[src/rtl/rotary_pkg.sv]
// Shared definitions for the rotary value accumulator: step direction encoding,
// default acceleration settings and a small range-check helper.
package rotary_pkg;

  // Decoded step direction for one cycle.
  typedef enum logic [1:0] {
    DIR_NONE = 2'd0,
    DIR_CW   = 2'd1,
    DIR_CCW  = 2'd2
  } dir_e;

  localparam int unsigned DEF_ACCEL_WINDOW    = 100000;
  localparam int unsigned DEF_ACCEL_THRESHOLD = 4;
  localparam int unsigned DEF_ACCEL_STEP      = 4;

  // True when lo <= v <= hi.
  function automatic logic in_range(input longint unsigned v,
                                    input longint unsigned lo,
                                    input longint unsigned hi);
    return (v >= lo) && (v <= hi);
  endfunction

endpackage

[src/rtl/rotary_accel_tracker.sv]
// Streak tracker for velocity-based acceleration. Holds an idle timer and a
// same-direction streak count, and reports the step size for the current step.
// Only instantiated when ROTARY_ACCEL_EN is defined.
module rotary_accel_tracker
  import rotary_pkg::*;
#(
  parameter int unsigned ACCEL_WINDOW    = DEF_ACCEL_WINDOW,
  parameter int unsigned ACCEL_THRESHOLD = DEF_ACCEL_THRESHOLD,
  parameter int unsigned ACCEL_STEP      = DEF_ACCEL_STEP,
  parameter int unsigned STEP_W          = 10
) (
  input  logic              clk,
  input  logic              rst,
  input  dir_e              step_dir,
  input  logic              clear,
  output logic [STEP_W-1:0] step_size
);

  localparam int unsigned TimerW  = (ACCEL_WINDOW < 1) ? 1 : $clog2(ACCEL_WINDOW + 1);
  localparam int unsigned StreakW = (ACCEL_THRESHOLD < 1) ? 1 : $clog2(ACCEL_THRESHOLD + 1);
  localparam logic [TimerW-1:0]  WindowMax = TimerW'(ACCEL_WINDOW);
  localparam logic [StreakW-1:0] StreakMax = StreakW'(ACCEL_THRESHOLD);

  logic [TimerW-1:0]  timer_q;
  logic [StreakW-1:0] streak_q, streak_d;
  dir_e               last_dir_q;
  logic               is_step, continues;

  // Next streak including the current step; it also selects this step's size.
  always_comb begin
    streak_d  = streak_q;
    is_step   = (step_dir != DIR_NONE);
    continues = (step_dir == last_dir_q) && (timer_q < WindowMax);
    if (clear) begin
      streak_d = '0;
    end else if (is_step) begin
      if (!continues) begin
        streak_d = StreakW'(1);
      end else if (streak_q < StreakMax) begin
        streak_d = streak_q + StreakW'(1);
      end
    end
    step_size = (streak_d >= StreakMax) ? STEP_W'(ACCEL_STEP) : STEP_W'(1);
  end

  // Timer restarts on every step and holds once expired; reset starts expired.
  always_ff @(posedge clk) begin
    if (rst) begin
      timer_q    <= WindowMax;
      streak_q   <= '0;
      last_dir_q <= DIR_NONE;
    end else begin
      streak_q <= streak_d;
      if (is_step && !clear) begin
        timer_q    <= '0;
        last_dir_q <= step_dir;
      end else if (timer_q < WindowMax) begin
        timer_q <= timer_q + TimerW'(1);
      end
    end
  end

endmodule

[src/rtl/rotary_value_accumulator.sv]
// Integrates one-cycle rotary step flags into a bounded register value that
// either saturates or wraps at its limits. Define ROTARY_ACCEL_EN to build the
// streak-based acceleration; otherwise every step moves the value by one.
module rotary_value_accumulator
  import rotary_pkg::*;
#(
  parameter int unsigned WIDTH           = 8,
  parameter int unsigned MIN_VALUE       = 0,
  parameter int unsigned MAX_VALUE       = 255,
  parameter int unsigned RESET_VALUE     = 0,
  parameter int unsigned WRAP            = 0,
  parameter int unsigned ACCEL_WINDOW    = DEF_ACCEL_WINDOW,
  parameter int unsigned ACCEL_THRESHOLD = DEF_ACCEL_THRESHOLD,
  parameter int unsigned ACCEL_STEP      = DEF_ACCEL_STEP
) (
  input  logic             clk,
  input  logic             rst,
  input  logic             in_cw,
  input  logic             in_ccw,
  input  logic             load,
  input  logic [WIDTH-1:0] load_value,
  output logic [WIDTH-1:0] value,
  output logic             changed,
  output logic             at_min,
  output logic             at_max
);

  // Two guard bits keep sums and differences free of overflow.
  localparam int unsigned EW = WIDTH + 2;
  localparam logic [EW-1:0] MinX   = EW'(MIN_VALUE);
  localparam logic [EW-1:0] MaxX   = EW'(MAX_VALUE);
  localparam logic [EW-1:0] RangeX = EW'(MAX_VALUE - MIN_VALUE + 1);

  logic [WIDTH-1:0] value_q;
  logic             changed_q, at_min_q, at_max_q;
  dir_e             step_dir;
  logic             clear;
  logic [EW-1:0]    step_size;
  logic [EW-1:0]    cur, off, lv, tmp, next_x;
  logic [WIDTH-1:0] value_d;

  // Load discards steps; both flags at once is a null event that breaks a streak.
  always_comb begin
    step_dir = DIR_NONE;
    if (!load && (in_cw != in_ccw)) begin
      step_dir = in_cw ? DIR_CW : DIR_CCW;
    end
    clear = load || (in_cw && in_ccw);
  end

`ifdef ROTARY_ACCEL_EN
  rotary_accel_tracker #(
    .ACCEL_WINDOW   (ACCEL_WINDOW),
    .ACCEL_THRESHOLD(ACCEL_THRESHOLD),
    .ACCEL_STEP     (ACCEL_STEP),
    .STEP_W         (EW)
  ) u_tracker (
    .clk      (clk),
    .rst      (rst),
    .step_dir (step_dir),
    .clear    (clear),
    .step_size(step_size)
  );
`else
  assign step_size = EW'(1);
`endif

  // Next value: clamp on load, otherwise saturating or wrapping step.
  always_comb begin
    cur    = EW'(value_q);
    off    = cur - MinX;
    lv     = EW'(load_value);
    tmp    = '0;
    next_x = cur;
    if (load) begin
      if (in_range(64'(lv), 64'(MinX), 64'(MaxX))) begin
        next_x = lv;
      end else if (lv < MinX) begin
        next_x = MinX;
      end else begin
        next_x = MaxX;
      end
    end else if (step_dir == DIR_CW) begin
      if (WRAP != 0) begin
        tmp = off + step_size;
        if (tmp >= RangeX) tmp = tmp - RangeX;
        next_x = MinX + tmp;
      end else begin
        tmp    = cur + step_size;
        next_x = (tmp > MaxX) ? MaxX : tmp;
      end
    end else if (step_dir == DIR_CCW) begin
      if (WRAP != 0) begin
        tmp    = (off >= step_size) ? (off - step_size) : (off + RangeX - step_size);
        next_x = MinX + tmp;
      end else begin
        next_x = (cur < MinX + step_size) ? MinX : (cur - step_size);
      end
    end
    value_d = WIDTH'(next_x);
  end

  // Value and status flags are all registered from the same next value.
  always_ff @(posedge clk) begin
    if (rst) begin
      value_q   <= WIDTH'(RESET_VALUE);
      changed_q <= 1'b0;
      at_min_q  <= (RESET_VALUE == MIN_VALUE);
      at_max_q  <= (RESET_VALUE == MAX_VALUE);
    end else begin
      value_q   <= value_d;
      changed_q <= (value_d != value_q);
      at_min_q  <= (EW'(value_d) == MinX);
      at_max_q  <= (EW'(value_d) == MaxX);
    end
  end

  assign value   = value_q;
  assign changed = changed_q;
  assign at_min  = at_min_q;
  assign at_max  = at_max_q;

endmodule

[config.mk]
export PLATFORM = sky130hd
export DESIGN_NAME = rotary_value_accumulator
export DESIGN_NICKNAME = d
export VERILOG_FILES = /design/src/rtl/rotary_pkg.sv /design/src/rtl/rotary_accel_tracker.sv /design/src/rtl/rotary_value_accumulator.sv
export SDC_FILE = /design/constraint.sdc
export NUM_CORES = 1
export LEC_CHECK = 0
export ABC_CLOCK_PERIOD_IN_PS = 2600
export CAP_MARGIN = 10
export CORE_ASPECT_RATIO = 0.9
export CORE_MARGIN = 2
export CORE_UTILIZATION = 42
export CTS_CLUSTER_DIAMETER = 60
export DETAILED_ROUTE_END_ITERATION = 16
export GPL_TIMING_DRIVEN = 0
export PLACE_DENSITY = 0.67
export SLEW_MARGIN = 20
export SYNTH_ARGS = -nofsm -noshare
export SYNTH_HDL_FRONTEND = slang
export SYNTH_SLANG_ARGS = --single-unit
[constraint.sdc]
create_clock -name clk -period 2.6 [get_ports clk]
set_input_delay 0.78 -clock clk [delete_from_list [all_inputs] [get_ports clk]]
set_output_delay 0.78 -clock clk [all_outputs]
set_load 0.01 [all_outputs]
Word-level counts from Yosys, hierarchy flattened. Cells that the tools add are included.

Register bits after elaboration: 11. Input bits: 13. Output and inout bits: 11. Word-level logic and storage cells: 23.

Add/subtract/negate cells: 2. $lt $le $gt $ge: 2. Equal/unequal tests: 5. Muxes and demuxes: 7. Reductions and logical operators: 3.

Operator list (number): two-way mux 8 bit (5); adder 8 x 1 -> 9 bit, second input constant (1); > comparator 9 x 8 -> 1 bit, second input constant (1); equality test 8 bit, second input constant (1); zero test 8 bit (1); less-than comparator 8 x 1 -> 1 bit, second input constant (1); != test 8 bit (1); subtractor 8 x 1 -> 8 bit, second input constant (1); two-way mux 2 bit (2); equality test 2 x 1 -> 1 bit, second input constant (1); equality test 2 bit, second input constant (1); logical AND 1 bit (1); zero test 1 bit (1); != test 1 bit (1).

Depth between registers and ports, before layout. Gate-level depths: netlist (run 1).

Word-level depth: 8. Gate-level depth with buffers: 10. Mapped depth without buffers: 9.

Worst setup path after synthesis (run 1). Ideal clock, no wire load.

Path kind: input -> register. From: input load. To: register changed_q (netlist: changed). Setup time: 0.081 ns. Arrival: 2.301 ns. Data required time: 2.519 ns. Path slack: 0.219 ns. Stages on the path: 8. Buffers on the path: 2. Path through: buf_2 > or3b_1 > buf_2 > nand4_1 > nand3b_1 > a2111o_1 > and3_1 > a41oi_1.

Word-level cells in the longest chain between the ends: 8. Elaborated cells on any way between the ends: 9. Classes of those cells: eq/ne: 3; mux: 4; reduce/logical: 2.

Ends and longest elaborated chain: start: declaration (line rotary_value_accumulator.sv:20) `input logic load,`; zero test 1 bit (line rotary_value_accumulator.sv:45) `if (!load && (in_cw != in_ccw)) begin`; logical AND 1 bit (line rotary_value_accumulator.sv:45); two-way mux 2 bit (line rotary_value_accumulator.sv:45); equality test 2 bit (line rotary_value_accumulator.sv:92) `end else if (step_dir == DIR_CCW) begin`; two-way mux 8 bit (line rotary_value_accumulator.sv:92); two-way mux 8 bit (line rotary_value_accumulator.sv:83) `end else if (step_dir == DIR_CW) begin`; two-way mux 8 bit (*) (line rotary_value_accumulator.sv:75) `if (load) begin`; != test 8 bit (*) (line rotary_value_accumulator.sv:112) `changed_q <= (value_d != value_q);`; end signal: assignment (line rotary_value_accumulator.sv:112); end: declaration (line rotary_value_accumulator.sv:35) `logic changed_q, at_min_q, at_max_q;`.

Mark *: on every way between the ends. The rest lies on a longest branch, timed or not. A chain may end at the register's enable or synchronous reset.

Worst setup path in the final report (run 1).
From: input in_ccw. To: register at_min_q (netlist: at_min).

Word-level cells in the longest chain between the ends: 8. Elaborated cells on any way between the ends: 9. Classes of those cells: eq/ne: 3; mux: 4; reduce/logical: 2.

Ends and longest elaborated chain: start: declaration (line rotary_value_accumulator.sv:19) `input logic in_ccw,`; != test 1 bit (*) (line rotary_value_accumulator.sv:45); logical AND 1 bit (*) (line rotary_value_accumulator.sv:45); two-way mux 2 bit (*) (line rotary_value_accumulator.sv:45); equality test 2 bit (line rotary_value_accumulator.sv:92); two-way mux 8 bit (line rotary_value_accumulator.sv:92); two-way mux 8 bit (*) (line rotary_value_accumulator.sv:83); two-way mux 8 bit (*) (line rotary_value_accumulator.sv:75); zero test 8 bit (*) (line rotary_value_accumulator.sv:113) `at_min_q <= (EW'(value_d) == MinX);`; end signal: assignment (line rotary_value_accumulator.sv:108) `at_min_q <= (RESET_VALUE == MIN_VALUE);`; end signal: assignment (line rotary_value_accumulator.sv:113); end: declaration (line rotary_value_accumulator.sv:35).

Marked as above.

==> impl_metrics.json, run 1 <==
{
  "start_kind": "input port",
  "grt_pass1_vias": 1342,
  "ff2ff_setup_slack_ps": 190,
  "root_buffer": "clkbuf_4",
  "period_needed_ps": 2515,
  "yosys.cell_count.top_type": "nor2_1",
  "numCtsBuffers": 3,
  "ys_ff_latch": 11,
  "syn_area_mm2": 0.001245,
  "critPathKind": "in2reg",
  "drt-vias-per-instance": 6.278,
  "finalPower_w": 0.0005642,
  "antenna_found_initial": 0,
  "num_rows": 18,
  "drv_cap": 0,
  "syn_nets": 188,
  "drt-initial-drc-count": 93,
  "drv_slew": 0,
  "antenna_cells": 0,
  "ys_types": 55,
  "clock_skew_ps": 4.519,
  "grt_max_degree": 12,
  "rsz0062_at_grt": "yes",
  "grt_pass1_wl_um": 6768,
  "synth_seq_area_share_pct": 17.69,
  "seq_area_um2": 221.5,
  "coreArea_mm2": 0.002793,
  "hold_class": "in2reg",
  "status": "finished, final reports clean",
  "arrival_ps": 2740,
  "required_ps": 2820,
  "htree_levels": 1,
  "worstSkewPairLatency_ps": 280,
  "timing.fmax_ghz": 0.3976,
  "synth_top_area_share_pct": 17.69,
  "place.gp.congestion": 0.9591,
  "first_pass_iters": 5,
  "yosys-top-cells-count": "nor2_1, nand2_1, dfxtp_1",
  "yosysWarnings": 0,
  "grt_util_all_layers_pct": 26.38,
  "clock_sinks": 11,
  "tightest_slew_ps": 525.3,
  "synth-edff-count": 0,
  "clk_pin_slew_worst_paths_ps": 70,
  "design.portCount": 24,
  "multi_input_area_um2": 996.0,
  "tritoncts": "built",
  "setup_viol": 0,
  "fin_tns_setup_ps": 0,
  "final_layout_size_suffix_gt1_share_pct": 14.93,
  "worstSetupEndpointType": "flip-flop",
  "p_leak_nw": 0.5935,
  "die_area_mm2": 0.003416,
  "synth_top_area_cell": "dfxtp_1",
  "dp_hpwl_um": 3162,
  "peakVddDrop_mv": 0.2931,
  "slew-limit-headroom_pct": 64.98,
  "postRouteAntennaNets": 0,
  "yosys-top-cells-area": "dfxtp_1, nor2_1, nor2b_1",
  "fillers": 291,
  "initial_core_util_pct": 44.58,
  "final_util_pct": 57.84,
  "area_delta_synth_final_pct": 29.75,
  "crit_fanout": 7,
  "drc": 0,
  "synth_ff_type": "dfxtp_1",
  "cts_max_path_buffers": 2,
  "synthCells": 172,
  "fp.dieH_um": 55.65,
  "vias": 1513,
  "ys_async_sr_fraction_pct": 0,
  "finalHoldViolations": 0,
  "synth.avg_cell_area_um2": 7.238,
  "routed_wl_um": 4351,
  "routedWlPerCell_um": 18.05,
  "grt-ovfl-total": 0,
  "whs_ps": 806.3,
  "fin_crit_sh_pct": 96.73,
  "io_buffers": 21,
  "powerDensity_mw_per_mm2": 349.3,
  "final_nets": 218,
  "die_w_um": 61.39
}
-- what timing repair did --
action                     in CTS  in global routing
setup endpoints to repair       5                  3
hold buffers                    0                  0
pin swaps                       1                  2
buffers inserted                1                  3
resized for setup               9                  8
-- per-layer routing --
layer	share of wire [%]	global-route usage, %
met1	46	38.63
met2	45	40.43
met3	7.1	4.186
met4	2.1	5.775
met5	0	0
-- registers in the layout, summed over array words and instances, names as in the netlist --
signal,cells
value,8
at_max,1
changed,1
at_min,1
-- critical path, stage by stage --
cell and delay, ps:
dlygate4sd2_1 290, or3b_1 380, buf_2 170, a21oi_4 220
buf_4 150, a31oi_1 80, o31ai_1 110, o21ai_2 150
nor3b_1 230, a31o_1 170
-- metrics by stage --
step	setup WS [ps]	cell area, um2	std cells
2_1_floorplan	218.7	1245	172
3_3_place_gp	-534.2	1505	233
4_1_cts	1.917	1563	238
5_1_grt	-1.054	1615	241
6_report	84.92	1615	241
3_5_place_dp	-605.7	1505	233
-- report_power, final --
part | switching (W) | internal, W | leakage [nW]
clock | 0.0000623 | 0.0000596 | 0.0150
sequential | 0.0000179 | 0.000180 | 0.0914
combinational | 0.000135 | 0.000109 | 0.487
total | 0.000215 | 0.000349 | 0.594
-- area by class of cell --
class                      count  share of cell area [%]
buffer                        13                   3.563
clock buffer                   4                   1.627
inverter                       7                   1.627
multi-input combinational    141                   61.66
sequential                    11                   13.71
tap                           40                   3.098
timing repair buffer          25                   14.72
-- cells by family (layout without fill, tap and decap cells) --
family,after synthesis,count (layout),synth area share (%)
and+or+nand+nor,74,74,34.98
AOI/OAI and AO/OA,60,60,34.88
buffers and inverters,20,49,6.533
DFF,11,11,17.69
adders and majority gates,3,3,3.015
xor gates and xnor gates,3,3,2.111
muxes,1,1,0.8041
-- cell usage in the layout, fill, tap and decap left out, drive strengths merged, types with 2 or more instances in the layout --
cell | synthesis | routed
a21o | 2 | 2
dlygate4sd2 | 0 | 2
o31ai | 6 | 6
ha | 3 | 3
o221ai | 2 | 2
o22ai | 2 | 2
nor2b | 9 | 9
o21bai | 2 | 2
and3 | 3 | 3
or3 | 2 | 2
o41ai | 2 | 2
clkdlybuf4s50 | 0 | 19
a31o | 2 | 2
nor4 | 4 | 4
a31oi | 3 | 3
nor2 | 15 | 15
nand2 | 12 | 12
nor3b | 4 | 4
nand4b | 4 | 4
o21ai | 11 | 11
and4 | 3 | 3
nand3 | 7 | 7
dfxtp | 11 | 11
and2 | 3 | 3
buf | 5 | 10
xnor2 | 2 | 2
a21oi | 8 | 8
a32oi | 2 | 2
a22oi | 4 | 4
a211oi | 2 | 2
a211o | 2 | 2
clkbuf | 8 | 11
inv | 7 | 7
a22o | 2 | 2
-- worst paths after layout --
kind	start	cells after the start	end
max	in_ccw	10	at_min$_SDFF_PP1_
min	rst	2	value[1]$_SDFF_PP0_
max reg2reg	value[0]$_SDFF_PP0_	10	at_min$_SDFF_PP1_
min reg2reg	value[4]$_SDFF_PP0_	3	value[4]$_SDFF_PP0_
(Power assumes the default switching activity.)
==> run 2, diff against run 1 <==
--- a/config.mk
+++ b/config.mk
@@ -12,6 +12,7 @@
 export CORE_UTILIZATION = 42
 export CTS_CLUSTER_DIAMETER = 60
 export DETAILED_ROUTE_END_ITERATION = 16
+export GPL_ROUTABILITY_DRIVEN = 0
 export GPL_TIMING_DRIVEN = 0
 export PLACE_DENSITY = 0.67
 export SLEW_MARGIN = 20
==> run 2 against run 1 <==
Compared with the run above: clock skew is 3.0 ps lower; highest routed layer unchanged; power is 0.56% higher; via count is 2.1% higher; global-route usage is 0.39 points lower; die area stayed put; design area is 0.31% lower; combinational power hardly changed; clock-buffer cell count is 1 lower; first-iteration DRC count is 55% higher; sequential power hardly changed.
==> impl_metrics.json, run 2 (synthesis gave the netlist of run 1 again) <==
{
  "multi_input_area_um2": 997.2,
  "routed_wl_um": 4135,
  "finalHoldViolations": 0,
  "grt_max_degree": 12,
  "drt-vias-per-instance": 6.411,
  "cts_hold_buf": 0,
  "die_area_mm2": 0.003416,
  "arrival_ps": 2660,
  "antenna_found_initial": 0,
  "final_cell_mix": "clkdlybuf4s50_1, nor2_1, nand2_1, o21ai_0, dfxtp_1",
  "worstSkewPairLatency_ps": 280,
  "status": "finished, final reports clean",
  "fin_crit_sh_pct": 95.44,
  "grt_pass1_wl_um": 6913,
  "slew-limit-headroom_pct": 65.69,
  "rsz0062_at_grt": "yes",
  "clk_pin_slew_worst_paths_ps": 80,
  "place_area_mm2": 0.001505,
  "p_sw_w": 0.0002207,
  "first_pass_iters": 4,
  "p_int_w": 0.0003466,
  "drv_slew": 0,
  "design.portCount": 24,
  "p_leak_nw": 0.5890,
  "final_layout_size_suffix_gt1_share_pct": 14.93,
  "setup_viol": 0,
  "clock_skew_ps": 1.496,
  "tritoncts": "built",
  "num_rows": 18,
  "fin_area_mm2": 0.001610,
  "seq_area_um2": 221.5,
  "root_buffer": "clkbuf_4",
  "postRouteAntennaNets": 0,
  "timing.fmax_ghz": 0.4030,
  "crit_fanout": 10,
  "place_inst": 233,
  "start_kind": "flip-flop",
  "dp_hpwl_um": 3025,
  "p_clk_share_pct": 22.4,
  "worstSetupEndpointType": "flip-flop",
  "largest_reg_flops": 8,
  "swShare_pct": 38.91,
  "hold_class": "in2reg",
  "fp.dieH_um": 55.65,
  "p_seq_share_pct": 34.9,
  "grt_pass1_vias": 1439,
  "peakVddDrop_mv": 0.2284,
  "powerDensity_mw_per_mm2": 352.3,
  "antenna_cells": 0,
  "clock_sinks": 11,
  "coreArea_mm2": 0.002793,
  "critPathKind": "reg2reg",
  "grt_util_all_layers_pct": 25.99,
  "io_buffers": 21,
  "final_common_cell": "clkdlybuf4s50_1",
  "initial_core_util_pct": 44.58,
  "fin_cells": 241,
  "fillers": 292,
  "final_nets": 218,
  "area_delta_synth_final_pct": 29.35,
  "tightest_slew_ps": 508.2,
  "power_frac_comb_pct": 42.7,
  "cts_max_path_buffers": 2,
  "htree_levels": 1,
  "routedWlPerCell_um": 17.16,
  "grt-ovfl-total": 0,
  "vias": 1545,
  "drv_cap": 0,
  "die_w_um": 61.39,
  "drc": 0,
  "drt-initial-drc-count": 144,
  "required_ps": 2780,
  "period_needed_ps": 2481,
  "numCtsBuffers": 3
}
-- run 2: cell count changes in the layout (fill, tap and decap cells not counted) --
cell,previous run,this run
o41ai_2,2,1
clkbuf_1,6,5
clkbuf_2,2,3
clkinv_2,0,1
a21oi_2,0,1
buf_2,5,4
o41ai_1,0,1
buf_4,4,3
-- run 2: metrics by stage --
stage	TNS [ps]	setup WS [ps]	power, W	hold slack, ps	utilization, %
2_1_floorplan	0	218.7	0.0003418	728.1	-
3_3_place_gp	-2994	-522.7	0.0004231	836.5	53.90
3_5_place_dp	-3039	-561.5	0.0004243	841.6	53.90
4_1_cts	0	31.92	0.0005552	809.8	56.27
5_1_grt	-50.80	-37.19	0.0006059	824.2	57.66
6_report	0	118.6	0.0005674	815.3	57.66
-- run 2: worst max-delay path, cell delays in order, from the launching register on --
cell and delay [ps]:
dfxtp_1 390, clkbuf_2 240, inv_1 110, ha_2 390, nand4b_1 100, nor2_1 130
o21ai_0 140, o31ai_2 320, a2bb2oi_2 240, nor4_1 80, a31o_1 230
-- run 2: final timing paths --
check | to | depth (start not counted) | startpoint | slack (ps)
setup / recovery | at_min$_SDFF_PP1_ | 10 | value[0]$_SDFF_PP0_ | 120
hold / removal | value[1]$_SDFF_PP0_ | 2 | rst | 820
setup reg to reg | at_min$_SDFF_PP1_ | 10 | value[0]$_SDFF_PP0_ | 120
hold reg to reg | at_max$_SDFF_PP0_ | 4 | value[4]$_SDFF_PP0_ | 870
-- run 2: cell type report --
| type | count | area share, % |
|---|---|---|
| multi-input cells | 142 | 61.93 |
| repair buffers | 24 | 14.30 |
| flip-flops and latches | 11 | 13.75 |
| plain buffers | 13 | 3.574 |
| well taps | 40 | 3.108 |
| inverters | 7 | 1.632 |
| clock buffers | 3 | 1.399 |
| clock inverters | 1 | 0.3108 |
-- run 2: metal layers --
layer	routed length, um	GRT usage, %	vias up
met4	109	5.775	0
met1	1834	39.23	715
li1	-	-	720
met5	0	0	-
met3	360	5.116	14
met2	1830	37.84	96
-- run 2: what timing repair did --
| action | in CTS | in global routing |
|---|---|---|
| cloned | 1 | 0 |
| gates resized for setup | 8 | 8 |
| buffers inserted | 1 | 2 |
| pin swaps | 1 | 4 |
| endpoints found under the setup margin | 4 | 4 |
-- run 2: power by group through the flow --
stage / sequential (W) / combinational [W] / clock (W)
floorplan: 0.000201 / 0.000141 / 0
global placement: 0.000200 / 0.000223 / 0
detailed placement: 0.000201 / 0.000223 / 0
CTS: 0.000197 / 0.000230 / 0.000129
global route: 0.000200 / 0.000265 / 0.000141
finish: 0.000198 / 0.000242 / 0.000127
==> RTL change 1: new RTL, config.mk and constraints of run 2 <==
`WIDTH`: 8 -> 6.
--- a/src/rtl/rotary_value_accumulator.sv
+++ b/src/rtl/rotary_value_accumulator.sv
@@ -4,7 +4,7 @@
 module rotary_value_accumulator
   import rotary_pkg::*;
 #(
-  parameter int unsigned WIDTH           = 8,
+  parameter int unsigned WIDTH           = 6,
   parameter int unsigned MIN_VALUE       = 0,
   parameter int unsigned MAX_VALUE       = 255,
   parameter int unsigned RESET_VALUE     = 0,
Interface: changed (resized load_value and value); port bits go from 24 to 20. The function was not compared with the original's and may differ.
==> RTL change 1 against run 2 <==
- fmax is 9.9% higher
- non-clock buffer count is 12 lower
- critical endpoint is now changed$_SDFF_PP0_
- worst setup slack gained 220 ps
- design area shrank 34%
- sequential cell count shrank 3
- area after synthesis down 33%
- power down 27%
- routed wire length decreased by 49%
- critical path type unchanged
==> RTL change 1: results (changes against run 2) <==
.. list-table::
   :header-rows: 1

   * - Metric
     - Value
   * - Cells after Synth
     - 108 (-37%)
   * - Placed cell count
     - 149 (-36%)
   * - Hold crit path type
     - reg2reg
   * - Number of warnings issued by yosys
     - 0 (unchanged)
   * - Number of distinct standard cells referenced by the synthesized netlist
     - 49 (-11%)
   * - HPWL reported at the end of detailed placement
     - 1.68 mm (-44%)
   * - Status
     - finished, final reports clean
   * - Depth of the worst hold-timing path
     - 3 (+1)
   * - Via density per instance
     - 5.79 (-9.7%)
   * - Global routing usage summed across all routing layers
     - 20.0% (-6.0 points)
   * - First-iteration detailed-routing DRC count
     - 33 (-77%)
   * - Share of layout cells above drive strength 1
     - 13.4% (-1.5 points)
   * - Most area-consuming cells after synthesis
     - dfxtp_1, nor2_1, a21oi_1
   * - Setup slack of the most critical reg-to-reg path
     - 340 ps (+220 ps)
   * - Worst Hold End
     - value[5]$_SDFF_PP0_
   * - Clock Root Buffer
     - clkbuf_4
   * - Pin count of the biggest net entering global routing
     - 11 (-1)
   * - Clock transition at the registers of the reported paths
     - 50 ps (-30 ps)
   * - Number of global-route vias before repair
     - 780 (-46%)
   * - Critical path fanouts, max
     - 7 (-3)
   * - Count of cells along the worst register-to-register path
     - 8 (-2)
   * - Number of antenna violations at the first check in global routing
     - 0 (unchanged)
   * - Latest clock arrival within the worst-skew pair
     - 240 ps (-40 ps)
   * - Largest register FFs
     - 6 (-2)
   * - Startpoint of the worst-slack reg-to-reg timing path
     - value[0]$_SDFF_PP0_
   * - Placement Cell Area
     - 1030 µm² (-32%)
   * - Reported leakage power
     - 0.411 nW (-30%)
   * - Number of antenna diodes
     - 0 (unchanged)
   * - Routed vias
     - 880 (-43%)
   * - Hold path start
     - value[5]$_SDFF_PP0_
   * - Number of buffers on the longest clock path
     - 2 (unchanged)
   * - Share of synthesized area occupied by flip-flops and latches
     - 19.1% (+1.4 points)
   * - Worst vdd ir
     - 0.232 mV (+1.4%)
   * - Post-CTS setup-driven buffer insertion count
     - 0 (-1)
   * - Detailed-route wire length per cell
     - 13.8 µm (-20%)
   * - Fin nets
     - 142 (-35%)
   * - H-tree levels
     - 1 (unchanged)
   * - Max Clock Skew
     - 1.65 ps (+0.156 ps)
   * - # port buffers
     - 16 (-24%)
   * - Worst EP arrival
     - 2420 ps (-240 ps)
   * - Detailed-routing iteration count for the pre-antenna-repair pass
     - 4 (unchanged)
   * - Capturing point of the worst reg2reg path
     - changed$_SDFF_PP0_
   * - Slew margin rel.
     - 65.9% (+0.17 points)
   * - Most frequent cells after synthesis
     - nor2_1, dfxtp_1, a21oi_1, inv_1, nand2_1
   * - First-pass GRT wire length
     - 3.57 mm (-48%)
   * - Post-Syn Nets
     - 121 (-36%)
   * - Async set or reset register ratio after synthesis
     - 0% (unchanged)
   * - Cts bufs inserted
     - 3 (unchanged)
[RTL change 1: cell types whose count changed after synthesis, moves of 5 or more]
cell     before  now
nor2_1       15    9
o21ai_0      10    3
o31ai_1       6    1
nand2_1      12    6
nor2b_1       9    2
nand3_1       7    2
[RTL change 1: what timing repair did]
item / 4_1_cts / 5_1_grt
gates resized for setup: 0 / 3
endpoints found under the hold margin: 0 / 0
endpoints found under the setup margin: 0 / 1
[RTL change 1: stage by stage]
step                      hold slack [ps]  TNS [ps]  setup WS, ps  total power (W)
after global routing                  802         0           139         0.000451
final                                 738         0           342         0.000414
after floorplan                       681         0           492         0.000263
after CTS                             729         0          93.5         0.000419
after global placement                716      -318          -161         0.000323
after detailed placement              715      -355          -152         0.000325
[RTL change 1: worst max-delay path by stage]
stage,startpoint,end,slack [ps],cells past startpoint
after floorplan,value[0]$_SDFF_PP0_,changed$_SDFF_PP0_,490,8
after global placement,in_cw,at_min$_SDFF_PP1_,-160,7
after detailed placement,in_cw,at_min$_SDFF_PP1_,-150,7
after CTS,in_cw,at_min$_SDFF_PP1_,90,7
after global routing,value[0]$_SDFF_PP0_,at_min$_SDFF_PP1_,140,8
final,value[0]$_SDFF_PP0_,changed$_SDFF_PP0_,340,8
[RTL change 1: layer usage]
metal | track usage (%) | wire length, µm
met3 | 2.27 | 73
met4 | 6.49 | 9
met2 | 31.7 | 986
met1 | 28.2 | 1030
met5 | 0 | 0
[RTL change 1: cells by family (layout without fill, tap and decap cells)]
logic type	after synthesis	after routing	synth area share (%)
simple gates	43	43	31.2
compound gates	34	34	31.7
buf+inv	15	34	9.27
flops	8	8	19.1
xor+xnor	5	5	5.23
fa+ha+maj	2	2	2.99
other cells	1	1	0.448
[RTL change 1: critical path, stage by stage, from the launching register on]
cell	delay (ps)
dfxtp_1	350
clkbuf_1	300
inv_1	100
ha_1	330
or3b_2	440
o21ai_0	80
a211oi_1	100
a221o_1	300
a41oi_2	180
[RTL change 1: report_power, final]
group          switching [W]  total (W)  internal [W]
Combinational      0.0000936   0.000182     0.0000885
Clock              0.0000356  0.0000880     0.0000524
Sequential         0.0000112   0.000144      0.000133
Total               0.000140   0.000414      0.000274
[RTL change 1: final cells by class]
type,instances,area [µm²]
sequential,8,160
fill,189,832
multi-input combinational,85,607
tap,25,31.3
clock buffer,3,22.5
buffer,9,57.6
timing repair buffer,16,163
inverter,6,22.5
==> RTL change 2: new RTL, flow settings as in run 2 <==
Without the edit above. The output `changed` loses its register stage (`changed_q` becomes a continuous assignment).
--- a/src/rtl/rotary_value_accumulator.sv
+++ b/src/rtl/rotary_value_accumulator.sv
@@ -104,16 +104,16 @@
   always_ff @(posedge clk) begin
     if (rst) begin
       value_q   <= WIDTH'(RESET_VALUE);
-      changed_q <= 1'b0;
       at_min_q  <= (RESET_VALUE == MIN_VALUE);
       at_max_q  <= (RESET_VALUE == MAX_VALUE);
     end else begin
       value_q   <= value_d;
-      changed_q <= (value_d != value_q);
       at_min_q  <= (EW'(value_d) == MinX);
       at_max_q  <= (EW'(value_d) == MaxX);
     end
   end
+
+  assign changed_q = (value_d != value_q);
 
   assign value   = value_q;
   assign changed = changed_q;
Check against the original RTL: not equivalent (a bounded check fails within 4 cycles, from zero or initial values and one cycle with rst high).
==> RTL change 2 against run 2 <==
- the flow now finishes with violations (setup timing)
- worst setup slack worse by 920 ps
- count of clock-buffer cells in the layout is 1 higher
- sequential cell count is 1 lower
- area after synthesis is 2.2% lower
- clock power is 11% higher
- synthesized cell count is 1.7% higher
- design area is 17% higher
- critical path type is now in2out
- fmax is 27% lower
- routed wire length is 15% higher
- power is 21% higher
- largest power group unchanged
- register-to-register slack better by 20 ps
==> RTL change 2: results (changes against run 2) <==
.. list-table::
   :header-rows: 1

   * - Metric
     - Value
   * - Status
     - complete, but fails checks
   * - Failing checks
     - setup timing
   * - Xor and xnor fraction of the mapped netlist area
     - 5.04% (+2.9 points)
   * - Count of cells along the worst register-to-register path
     - 7 (-3)
   * - Post-Route Setup TNS
     - -843 ps (-843 ps)
   * - Non-CTS buffers
     - 52 (+41%)
   * - Synthesis-to-finish area growth
     - 55.3%
   * - Multi-input logic cell count
     - 146 (+2.8%)
   * - Startpoint of the worst setup timing path
     - in_cw
   * - Number of global-route vias before repair
     - 1,403 (-2.5%)
   * - Detailed-routing iteration count for the pre-antenna-repair pass
     - 5 (+1)
   * - Total of cells resized after clock tree synthesis
     - 56 (+48)
   * - Pin count of the biggest net entering global routing
     - 11 (-1)
   * - Global routing usage summed across all routing layers
     - 27.6% (+1.6 points)
   * - Flop+latch power
     - 0.000182 W (-8%)
   * - First-iteration detailed-routing DRC count
     - 137 (-4.9%)
   * - Setup slack of the most critical reg-to-reg path
     - 140 ps (+20 ps)
   * - Share of the synthesized area in compound gates (AO/OA/AOI/OAI)
     - 30.7% (-4.1 points)
   * - Area of the placeable core
     - 2750 µm² (-1.6%)
   * - Met1 routing resource usage after global routing
     - 36.6% (-2.7 points)
   * - Final-layout clock buffer total
     - 4 (+1)
   * - First-pass GRT wire length
     - 6.74 mm (-2.5%)
   * - Fraction of area in multi-input gates
     - 58.5% (-3.4 points)
   * - Most frequent cells after synthesis
     - nor2_1, clkbuf_1, a21oi_1
   * - Slowest-stage cell, CP
     - or4b_4
   * - # port buffers
     - 22 (+4.8%)
   * - PnR worst setup slack
     - -797 ps (-915 ps)
   * - Hold crit path type
     - reg2reg
   * - Critical Path End
     - changed
   * - Adder and majority gate portion of the synthesized area
     - 2.06% (-0.96 points)
   * - Met3 Wirelength
     - 511 µm (+42%)
   * - Combinational cell fraction of total power
     - 52.9% (+10 points)
   * - Startpoint of the worst-slack reg-to-reg timing path
     - value[3]$_SDFF_PP0_
   * - Fin nets
     - 234 (+7.3%)
   * - Met2 Routed Length
     - 2.15 mm (+17%)
   * - ClkCell Share
     - 1.92% (+0.21 points)
   * - Clock transition at the registers of the reported paths
     - 60 ps (-20 ps)
   * - Maximum cell stage delay along the critical path
     - 530 ps (+140 ps)
   * - Number of setup violations in the final report
     - 3 (+3)
-- RTL change 2: per-stage QoR --
step | std cells | setup slack, ps | power [W]
3_5_place_dp | 237 | -2050 | 0.000436
5_1_grt | 258 | -882 | 0.000720
6_report | 258 | -797 | 0.000685
3_3_place_gp | 237 | -2060 | 0.000434
4_1_cts | 246 | -841 | 0.000630
2_1_floorplan | 175 | -614 | 0.000343
-- RTL change 2: worst min path at each step --
stage	from	slack [ps]	end
after floorplan	rst	850	value[1]$_SDFF_PP0_
after global placement	value[6]$_SDFF_PP0_	930	value[6]$_SDFF_PP0_
after detailed placement	value[2]$_SDFF_PP0_	970	value[2]$_SDFF_PP0_
after CTS	value[0]$_SDFF_PP0_	990	at_min$_SDFF_PP1_
after global routing	value[2]$_SDFF_PP0_	1030	value[2]$_SDFF_PP0_
final	value[2]$_SDFF_PP0_	950	value[2]$_SDFF_PP0_
